[config.mk]
export PLATFORM = sky130hd
export DESIGN_NAME = priority_encoder_pipe
export DESIGN_NICKNAME = d
export VERILOG_FILES = /design/src/rtl/priority_encoder_pipe.sv
export SDC_FILE = /design/constraint.sdc
export NUM_CORES = 1
export LEC_CHECK = 0
export ABC_AREA = 1
export CAP_MARGIN = 5
export CORE_MARGIN = 2
export CORE_UTILIZATION = 43
export CTS_BUF_LIST = sky130_fd_sc_hd__clkbuf_4 sky130_fd_sc_hd__clkbuf_8 sky130_fd_sc_hd__clkbuf_16
export DETAILED_ROUTE_END_ITERATION = 6
export GPL_TIMING_DRIVEN = 0
export PLACE_DENSITY_LB_ADDON = 0.1
export SYNTH_ARGS = -nofsm -noshare
export SYNTH_HDL_FRONTEND = slang
export SYNTH_SLANG_ARGS = --single-unit
export TNS_END_PERCENT = 5
[constraint.sdc]
create_clock -name clk -period 2.5 [get_ports clk]
set_clock_uncertainty 0.1 [all_clocks]
set_input_delay 0.75 -clock clk [delete_from_list [all_inputs] [get_ports clk]]
set_output_delay 0.75 -clock clk [all_outputs]
set_load 0.05 [all_outputs]
[src/rtl/priority_encoder_pipe.sv]
// Registered priority encoder with a 2-entry output FIFO and valid/ready on both sides.
// Latency 1 cycle when empty; full throughput under backpressure. Multi-hot checker under `ONEHOT_CHECK_EN.
// in_ready drops only when both buffer entries are occupied (or during reset); out_valid is purely registered.
module priority_encoder_pipe #(
   parameter int WIDTH     = 8,
   parameter int MSB_FIRST = 0,
   parameter int ERR_CNT_W = 8,
   localparam int CODE_W   = $clog2(WIDTH)
) (
   input  logic                 clk,
   input  logic                 rst_n,
   input  logic                 in_valid,
   output logic                 in_ready,
   input  logic [WIDTH-1:0]     in_data,
   output logic                 out_valid,
   input  logic                 out_ready,
   output logic [CODE_W-1:0]    out_code,
   output logic                 out_none,
   output logic                 out_multi,
   output logic [ERR_CNT_W-1:0] err_count
);

   typedef enum logic [1:0] {EMPTY = 2'd0, ONE = 2'd1, FULL = 2'd2} state_t;

   state_t              state, state_nxt;
   logic                push, pop;
   logic                ld_head_new, ld_head_tail, ld_tail;
   logic [CODE_W-1:0]   enc_code;
   logic                enc_none;
   logic [CODE_W-1:0]   head_code, tail_code;
   logic                head_none, tail_none;

   assign in_ready  = rst_n && (state != FULL);
   assign out_valid = (state != EMPTY);
   assign push      = in_valid && in_ready;
   assign pop       = out_valid && out_ready;

   // Scan order makes the last match the winner, so no priority chain is needed.
   always_comb begin
      enc_code = '0;
      if (MSB_FIRST != 0) begin
         for (int i = 0; i < WIDTH; i++)
            if (in_data[i]) enc_code = CODE_W'(i);
      end else begin
         for (int i = WIDTH - 1; i >= 0; i--)
            if (in_data[i]) enc_code = CODE_W'(i);
      end
   end

   assign enc_none = (in_data == '0);

   always_comb begin
      state_nxt    = state;
      ld_head_new  = 1'b0;
      ld_head_tail = 1'b0;
      ld_tail      = 1'b0;
      case (state)
         EMPTY: begin
            if (push) begin
               state_nxt   = ONE;
               ld_head_new = 1'b1;
            end
         end
         ONE: begin
            if (push && !pop) begin
               state_nxt = FULL;
               ld_tail   = 1'b1;
            end else if (push && pop) begin
               ld_head_new = 1'b1;
            end else if (pop) begin
               state_nxt = EMPTY;
            end
         end
         FULL: begin
            if (pop) begin
               state_nxt    = ONE;
               ld_head_tail = 1'b1;
            end
         end
         default: state_nxt = EMPTY;
      endcase
   end

   always_ff @(posedge clk) begin
      if (!rst_n) begin
         state     <= EMPTY;
         head_code <= '0;
         head_none <= 1'b0;
         tail_code <= '0;
         tail_none <= 1'b0;
      end else begin
         state <= state_nxt;
         if (ld_head_new) begin
            head_code <= enc_code;
            head_none <= enc_none;
         end else if (ld_head_tail) begin
            head_code <= tail_code;
            head_none <= tail_none;
         end
         if (ld_tail) begin
            tail_code <= enc_code;
            tail_none <= enc_none;
         end
      end
   end

   assign out_code = head_code;
   assign out_none = head_none;

`ifdef ONEHOT_CHECK_EN
   logic                 enc_multi;
   logic                 head_multi, tail_multi;
   logic [ERR_CNT_W-1:0] err_cnt;

   // Clearing the lowest set bit leaves something only if two or more were set.
   assign enc_multi = |(in_data & (in_data - WIDTH'(1)));

   always_ff @(posedge clk) begin
      if (!rst_n) begin
         head_multi <= 1'b0;
         tail_multi <= 1'b0;
         err_cnt    <= '0;
      end else begin
         if (ld_head_new)       head_multi <= enc_multi;
         else if (ld_head_tail) head_multi <= tail_multi;
         if (ld_tail)           tail_multi <= enc_multi;
         if (push && enc_multi && (err_cnt != '1))
            err_cnt <= err_cnt + ERR_CNT_W'(1);
      end
   end

   assign out_multi = head_multi;
   assign err_count = err_cnt;
`else
   assign out_multi = 1'b0;
   assign err_count = '0;
`endif

endmodule

==> results of run 1 <==
## flip-flops by register name (all words and copies together), names as in the netlist
| register | count |
|---|---|
| out_code | 3 |
| out_none | 1 |
| state | 2 |
| tail_code | 3 |
| tail_none | 1 |
## critical path, delay by kind of cell
kind                   cells  cell delay (ns)
and+or+nand+nor            1             0.11
buffers and inverters      3             0.69
## cell type report
cell class / count / area [um2] / share of cell area (%)
buffer: 9 / 67.6 / 7.18
inverter: 14 / 52.6 / 5.59
clock buffer: 3 / 22.5 / 2.39
timing repair buffer: 17 / 169 / 18.0
tap: 16 / 20.0 / 2.13
sequential: 10 / 200 / 21.3
multi-input combinational: 74 / 409 / 43.5
## through the flow
stage | area (um2) | TNS, ns | std cells | worst slack [ns]
floorplan | 729 | 0 | 107 | 0.158
CTS | 938 | 0 | 143 | 0.0351
finish | 941 | 0 | 143 | 0.0860
global placement | 920 | -0.903 | 140 | -0.903
global route | 941 | 0 | 143 | 0.0343
detailed placement | 920 | -0.907 | 140 | -0.907
## timing repair
| item | in CTS | in global routing |
|---|---|---|
| endpoints found under the hold margin | 0 | 0 |
| buffers inserted | 0 | 0 |
| endpoints found under the setup margin | 1 | 1 |
| resized for setup | 8 | 1 |
## kinds of logic (layout without fill, tap and decap cells)
family | Yosys count | after routing
other | 1 | 9
AND/OR/NAND/NOR | 46 | 46
flip-flops | 10 | 10
AO/OA/AOI/OAI | 19 | 19
buffers and inverters | 23 | 43
## path summary, 6_finish.rpt
kind,startpoint,endpoint
worst max-delay path,rst_n,in_ready
worst min-delay path,tail_none,tail_none
worst max register to register,state[0],out_code[2]
worst min register to register,tail_none,tail_none
## power by group through the flow
stage          registers (mW)  logic [mW]  clock network, mW
4_1_cts                 0.168       0.136              0.114
3_3_place_gp            0.172       0.136                  0
3_5_place_dp            0.172       0.137                  0
2_1_floorplan           0.180      0.0910                  0
6_report                0.168       0.136              0.108
5_1_grt                 0.169       0.146              0.119
## cells in the mapped netlist
master / instances
a21oi_1: 9
a21oi_2: 1
a21oi_4: 1
a22oi_1: 1
buf_4: 9
conb_1: 1
dfxtp_1: 10
inv_1: 10
inv_2: 4
nand2_1: 25
nand2_2: 3
nand2_4: 2
nand3_1: 1
nand3_4: 1
nand4_2: 1
nor2_1: 6
nor2_2: 4
nor2_4: 2
nor2_8: 1
o21a_1: 1
o21ai_0: 3
o21ai_1: 3
## routing by layer
layer  up-vias  wire length [um]  track usage [%]  part of all wire [%]
li1        351                 -                -                     -
met4         0                10             5.45                  0.82
met2        16               565             24.4                    46
met1       269               565             16.4                    46
met3         2                82             4.90                   6.7
met5         -                 0                0                     0
==> out/metrics.cfg, run 1 <==
[finish]
final_util_pct = 61.7
layout-area-overhead-vs-synth_pct = 34.5
final_common_cell = nand2_1
nNetsFinal = 141
final_cell_mix = 25 x nand2_1, 14 x clkdlybuf4s50_1, 10 x inv_1, 10 x dfxtp_1
n_antenna_cell = 0
drive_gt1_share_pct = 26.8
fill_cells = 143

[sta]
fmax_mhz = 414
holdWs_ns = 0.360
slew_viol_final = 0
rsz0062_at_grt = false
tightestPinTransition_ns = 0.495
setup_violations = 0
relSlewSlack_pct = 66.9
fin_crit_sh_pct = 96.6
period_minus_slack_ns = 2.41
hold_viol = 0

[synth]
synthDistinctLibCells = 22
synthXorXnorAreaFrac_pct = 0
synthMuxAreaShare_pct = 0
ys_ff_latch = 10
synthCells = 99
synth_top_family_by_area = simple AND/OR/NAND/NOR gates
yosysTopAreaCellShare_pct = 28.6
syn_area_per_cell_um2 = 7.06
synth_area_leaders = dfxtp_1 29%, nand2_1 13%, buf_4 9.7%, a21oi_1 6.4%, inv_1 5.4%
syn_area_um2 = 699
yosys.area.top_type = dfxtp_1
yosysSeqAreaShare_pct = 28.6
synth-compound-area-share_pct = 16.5
ys_warn_count = 0
synth-simple-area-share_pct = 37.2
synth_adder_area_share_pct = 0

[setup_path]
cp.arrival_ns = 1.56
cp-start-kind = primary input
critPathKind = in -> out
r2r.worst_path.cells = 7
crit_chain = clkdlybuf4s15_2 > inv_1 > nor2_1 > buf_2
crit_path_max_incr_delay_ns = 0.28
endpoint_kind = primary output
cp_slowest_cell = clkdlybuf4s15_2
cp_max_fo = 8
reg2reg_setup_slack_ns = 1.26
crit_required_ns = 1.65

[place]
gp_congestion = 0.743
io_buffers = 17
hpwl_um = 1020

[routing]
wirelength_um = 1220
final_antenna_net_count = 0
first_pass_iters = 2
vias = 638
drc = 0
routedWlPerCell_um = 8.55
drt_iter0_drc = 10
vias_per_cell = 4.46

[power]
swShare_pct = 34.7
irDropWorstVdd_uv = 279
powerDensity_mw_per_mm2 = 437
p_int_uw = 269
comb_power_share_pct = 32.9
power_frac_clock_pct = 26.2
power.leakage_nw = 0.462
p_switching_uw = 143
p_total_uw = 411
p_seq_share_pct = 40.9

[floorplan]
die_w_um = 44.3
rows = 14
fp.dieH_um = 44.3
core-area_mm2 = 0.00152
start_util_pct = 45.9
ios = 27
die_area_mm2 = 0.00197

[clock_network]
cts.sink_count = 10
tritoncts = built
htree_levels = 1
postCtsHoldBufs = 0
cts.clk_slew.worst_paths_ns = 0.06
cts_root_buf = clkbuf_4
clkLatencyLatePin_ns = 0.26
clockBufferDepth = 2
cts_buffers = 3

[global_route]
first_global_vias = 535
antenna_found_initial = 0
grt_overflow = 0
grt_max_degree = 9
grt_pass1_wl_um = 2060
globalRouteTotalUtil_pct = 14.3

[flow_run]
max_cap_viol_count = 0

[run_status]
status = complete, no violations

[hold_path]
hold-path-cell-count = 2
hold_path_class = reg -> reg

Power figures use the tool's default switching activity.
==> run 2: changes to the inputs <==
--- a/config.mk
+++ b/config.mk
@@ -12,6 +12,7 @@
 export CTS_BUF_LIST = sky130_fd_sc_hd__clkbuf_4 sky130_fd_sc_hd__clkbuf_8 sky130_fd_sc_hd__clkbuf_16
 export DETAILED_ROUTE_END_ITERATION = 6
 export GPL_TIMING_DRIVEN = 0
+export MAX_ROUTING_LAYER = met4
 export PLACE_DENSITY_LB_ADDON = 0.1
 export SYNTH_ARGS = -nofsm -noshare
 export SYNTH_HDL_FRONTEND = slang
==> results of run 2 <==
No change in the layout: final DEF, timing and power equal those of run 1.
Main changes from that run: final weighted congestion in routability-driven placement 0.743 -> 0.752; overall routing resource usage 14.3% -> 14.7%
==> run 3: changes to the inputs <==
--- a/config.mk
+++ b/config.mk
@@ -7,8 +7,8 @@
 export LEC_CHECK = 0
 export ABC_AREA = 1
 export CAP_MARGIN = 5
-export CORE_MARGIN = 2
-export CORE_UTILIZATION = 43
+export CORE_ASPECT_RATIO = 0.75
+export CORE_UTILIZATION = 30
 export CTS_BUF_LIST = sky130_fd_sc_hd__clkbuf_4 sky130_fd_sc_hd__clkbuf_8 sky130_fd_sc_hd__clkbuf_16
 export DETAILED_ROUTE_END_ITERATION = 6
 export GPL_TIMING_DRIVEN = 0
==> run 3 against run 2 <==
  * The run now ends with design-rule violations left
  * Global-route usage is 0.25 points lower
  * Power up 11%
  * Maximum frequency decreased by 0.48%
  * Critical endpoint unchanged
==> out/metrics.cfg, run 3 (synthesized netlist as in run 1, its figures left out) <==
[floorplan]
core-area_mm2 = 0.00210  ; +38%
fp.dieH_um = 43.8  ; -1.2%
rows = 14  ; unchanged
die_area_mm2 = 0.00253  ; +29%
die_w_um = 57.8  ; +30%
start_util_pct = 33.3  ; -13 points
ios = 27  ; unchanged

[sta]
holdWs_ns = 0.362  ; +0.00214 ns
slew_viol_final = 0  ; unchanged
hold_viol = 0  ; unchanged
fmax_mhz = 412  ; -0.48%
setup_violations = 0  ; unchanged
fin_crit_sh_pct = 97.0  ; +0.47 points
layout_setup_ws_ns = 0.0744  ; -0.0116 ns
period_minus_slack_ns = 2.43  ; +0.0116 ns
rsz0062_at_grt = false

[finish]
fill_cells = 239  ; +67%
drive_gt1_share_pct = 27.3  ; +0.57 points
multi_input_area_um2 = 409  ; unchanged
n_antenna_cell = 0  ; unchanged
final_util_pct = 45.7  ; -16 points
final_cell_mix = 25 x nand2_1, 14 x clkdlybuf4s50_1, 10 x inv_1, 10 x dfxtp_1
seq_area_um2 = 200  ; unchanged
layout-area-overhead-vs-synth_pct = 37.4
final_common_cell = nand2_1
design_area_um2 = 961  ; +2.1%
nNetsFinal = 141  ; unchanged

[setup_path]
cp-start-kind = primary input
r2r-start = state[0]
cp_slowest_cell = clkdlybuf4s15_2
startpoint = rst_n
cp.arrival_ns = 1.58  ; +0.02 ns
reg2reg_setup_slack_ns = 1.23  ; -0.03 ns
critPathKind = in -> out
path_buf_inv = 3  ; unchanged
endpoint_kind = primary output
cp_max_fo = 8  ; unchanged
crit_chain = clkdlybuf4s15_2 > inv_1 > nor2_1 > buf_2
crit_family = buffers and inverters
crit_path_max_incr_delay_ns = 0.29  ; about the same
crit_required_ns = 1.65  ; about the same

[clock_network]
tritoncts = built
cts_root_buf = clkbuf_4
clkLatencyLatePin_ns = 0.28  ; +0.02 ns
cts.sink_count = 10  ; unchanged
htree_levels = 1  ; unchanged
post_cts_buffers = 0  ; unchanged
clockBufferDepth = 2  ; unchanged
cts_buffers = 3  ; unchanged
cts.clk_slew.worst_paths_ns = 0.07  ; about the same

[routing]
final_antenna_net_count = 0  ; unchanged
wirelength_um = 1490  ; +22%
drt_iter0_drc = 16  ; +6
first_pass_iters = 7  ; +5
vias_per_cell = 4.21  ; -5.6%
drc = 2  ; +2
routedWlPerCell_um = 9.83  ; +15%
vias = 640  ; +0.31%

[power]
powerDensity_mw_per_mm2 = 477  ; +9.1%
p_switching_uw = 158  ; +11%
p_int_uw = 301  ; +12%
p_seq_share_pct = 36.6  ; -4.3 points
comb_power_share_pct = 29.7  ; -3.2 points
power_frac_clock_pct = 33.6  ; +7.4 points
power.leakage_nw = 0.459  ; -0.63%
swShare_pct = 34.4  ; -0.30 points
irDropWorstVdd_uv = 212  ; -24%

[run_status]
violations = design-rule violations
status = complete, but fails checks

[hold_path]
hp-start = out_none
hold_path_class = reg -> reg

[place]
io_buffers = 17  ; unchanged
hpwl_um = 1240  ; +21%
dpl-instance-area_um2 = 930  ; +1.1%
dp_slack_ns = -0.921  ; -0.0135 ns
gp_congestion = 0.771

[global_route]
globalRouteTotalUtil_pct = 14.5
antenna_found_initial = 0  ; unchanged
grt_overflow = 0  ; unchanged
grt_pass1_wl_um = 2590  ; +25%
grt_max_degree = 9  ; unchanged
first_global_vias = 613  ; +15%

[flow_run]
max_cap_viol_count = 0  ; unchanged

==> run 3: cell types whose count changed in the layout (fill, tap and decap cells not counted) <==
cell | before | now
clkbuf_8 | 0 | 1
dlygate4sd2_1 | 0 | 1
dlymetal6s2s_1 | 1 | 0
==> run 3: per-stage QoR <==
step                      setup TNS, ns  instances  total power [mW]
after floorplan                       0        107             0.271
after global placement           -0.945        148             0.309
after detailed placement         -0.921        148             0.310
after CTS                             0        152             0.463
after global routing                  0        152             0.479
final                                 0        152             0.459
==> run 3: worst min-delay path: cells and delay by family, from the launching register on <==
kind            cells  cell delay (ns)
simple gates        1             0.06
compound gates      1             0.05
flops               1             0.31
==> run 3: metal layers <==
metal	GRT usage, %	vias up	wire, um	share of wire [%]
met2	23.0	23	648	43
met4	4.29	0	11	0.74
met3	6.57	2	115	7.7
met1	16.5	265	719	48
met5	-	-	0	0
li1	-	350	-	-
==> run 3: final timing paths <==
| check | to | cells past startpoint |
|---|---|---|
| worst max-delay path | in_ready | 4 |
| worst min-delay path | out_none | 2 |
| worst max register to register | out_code[2] | 7 |
| worst min register to register | out_none | 2 |
==> run 3: final cells by class <==
cell class	count	share of cell area [%]
Sequential cell	10	20.8
Clock buffer	4	3.78
Inverter	14	5.47
Buffer	9	7.03
Tap cell	24	3.12
Multi-Input combinational cell	74	42.6
Timing Repair Buffer	17	17.2
==> run 3: power by group through the flow <==
stage	combinational, mW	sequential, mW	clock (mW)
after floorplan	0.0910	0.180	0
after global placement	0.137	0.172	0
after detailed placement	0.138	0.172	0
after CTS	0.136	0.168	0.159
after global routing	0.146	0.169	0.164
final	0.136	0.168	0.154
==> run 3: repair_timing <==
action / CTS / global route
hold endpoints to repair: 0 / 0
gates resized for setup: 9 / 0
hold buffers: 0 / 0
endpoints found under the setup margin: 2 / 0
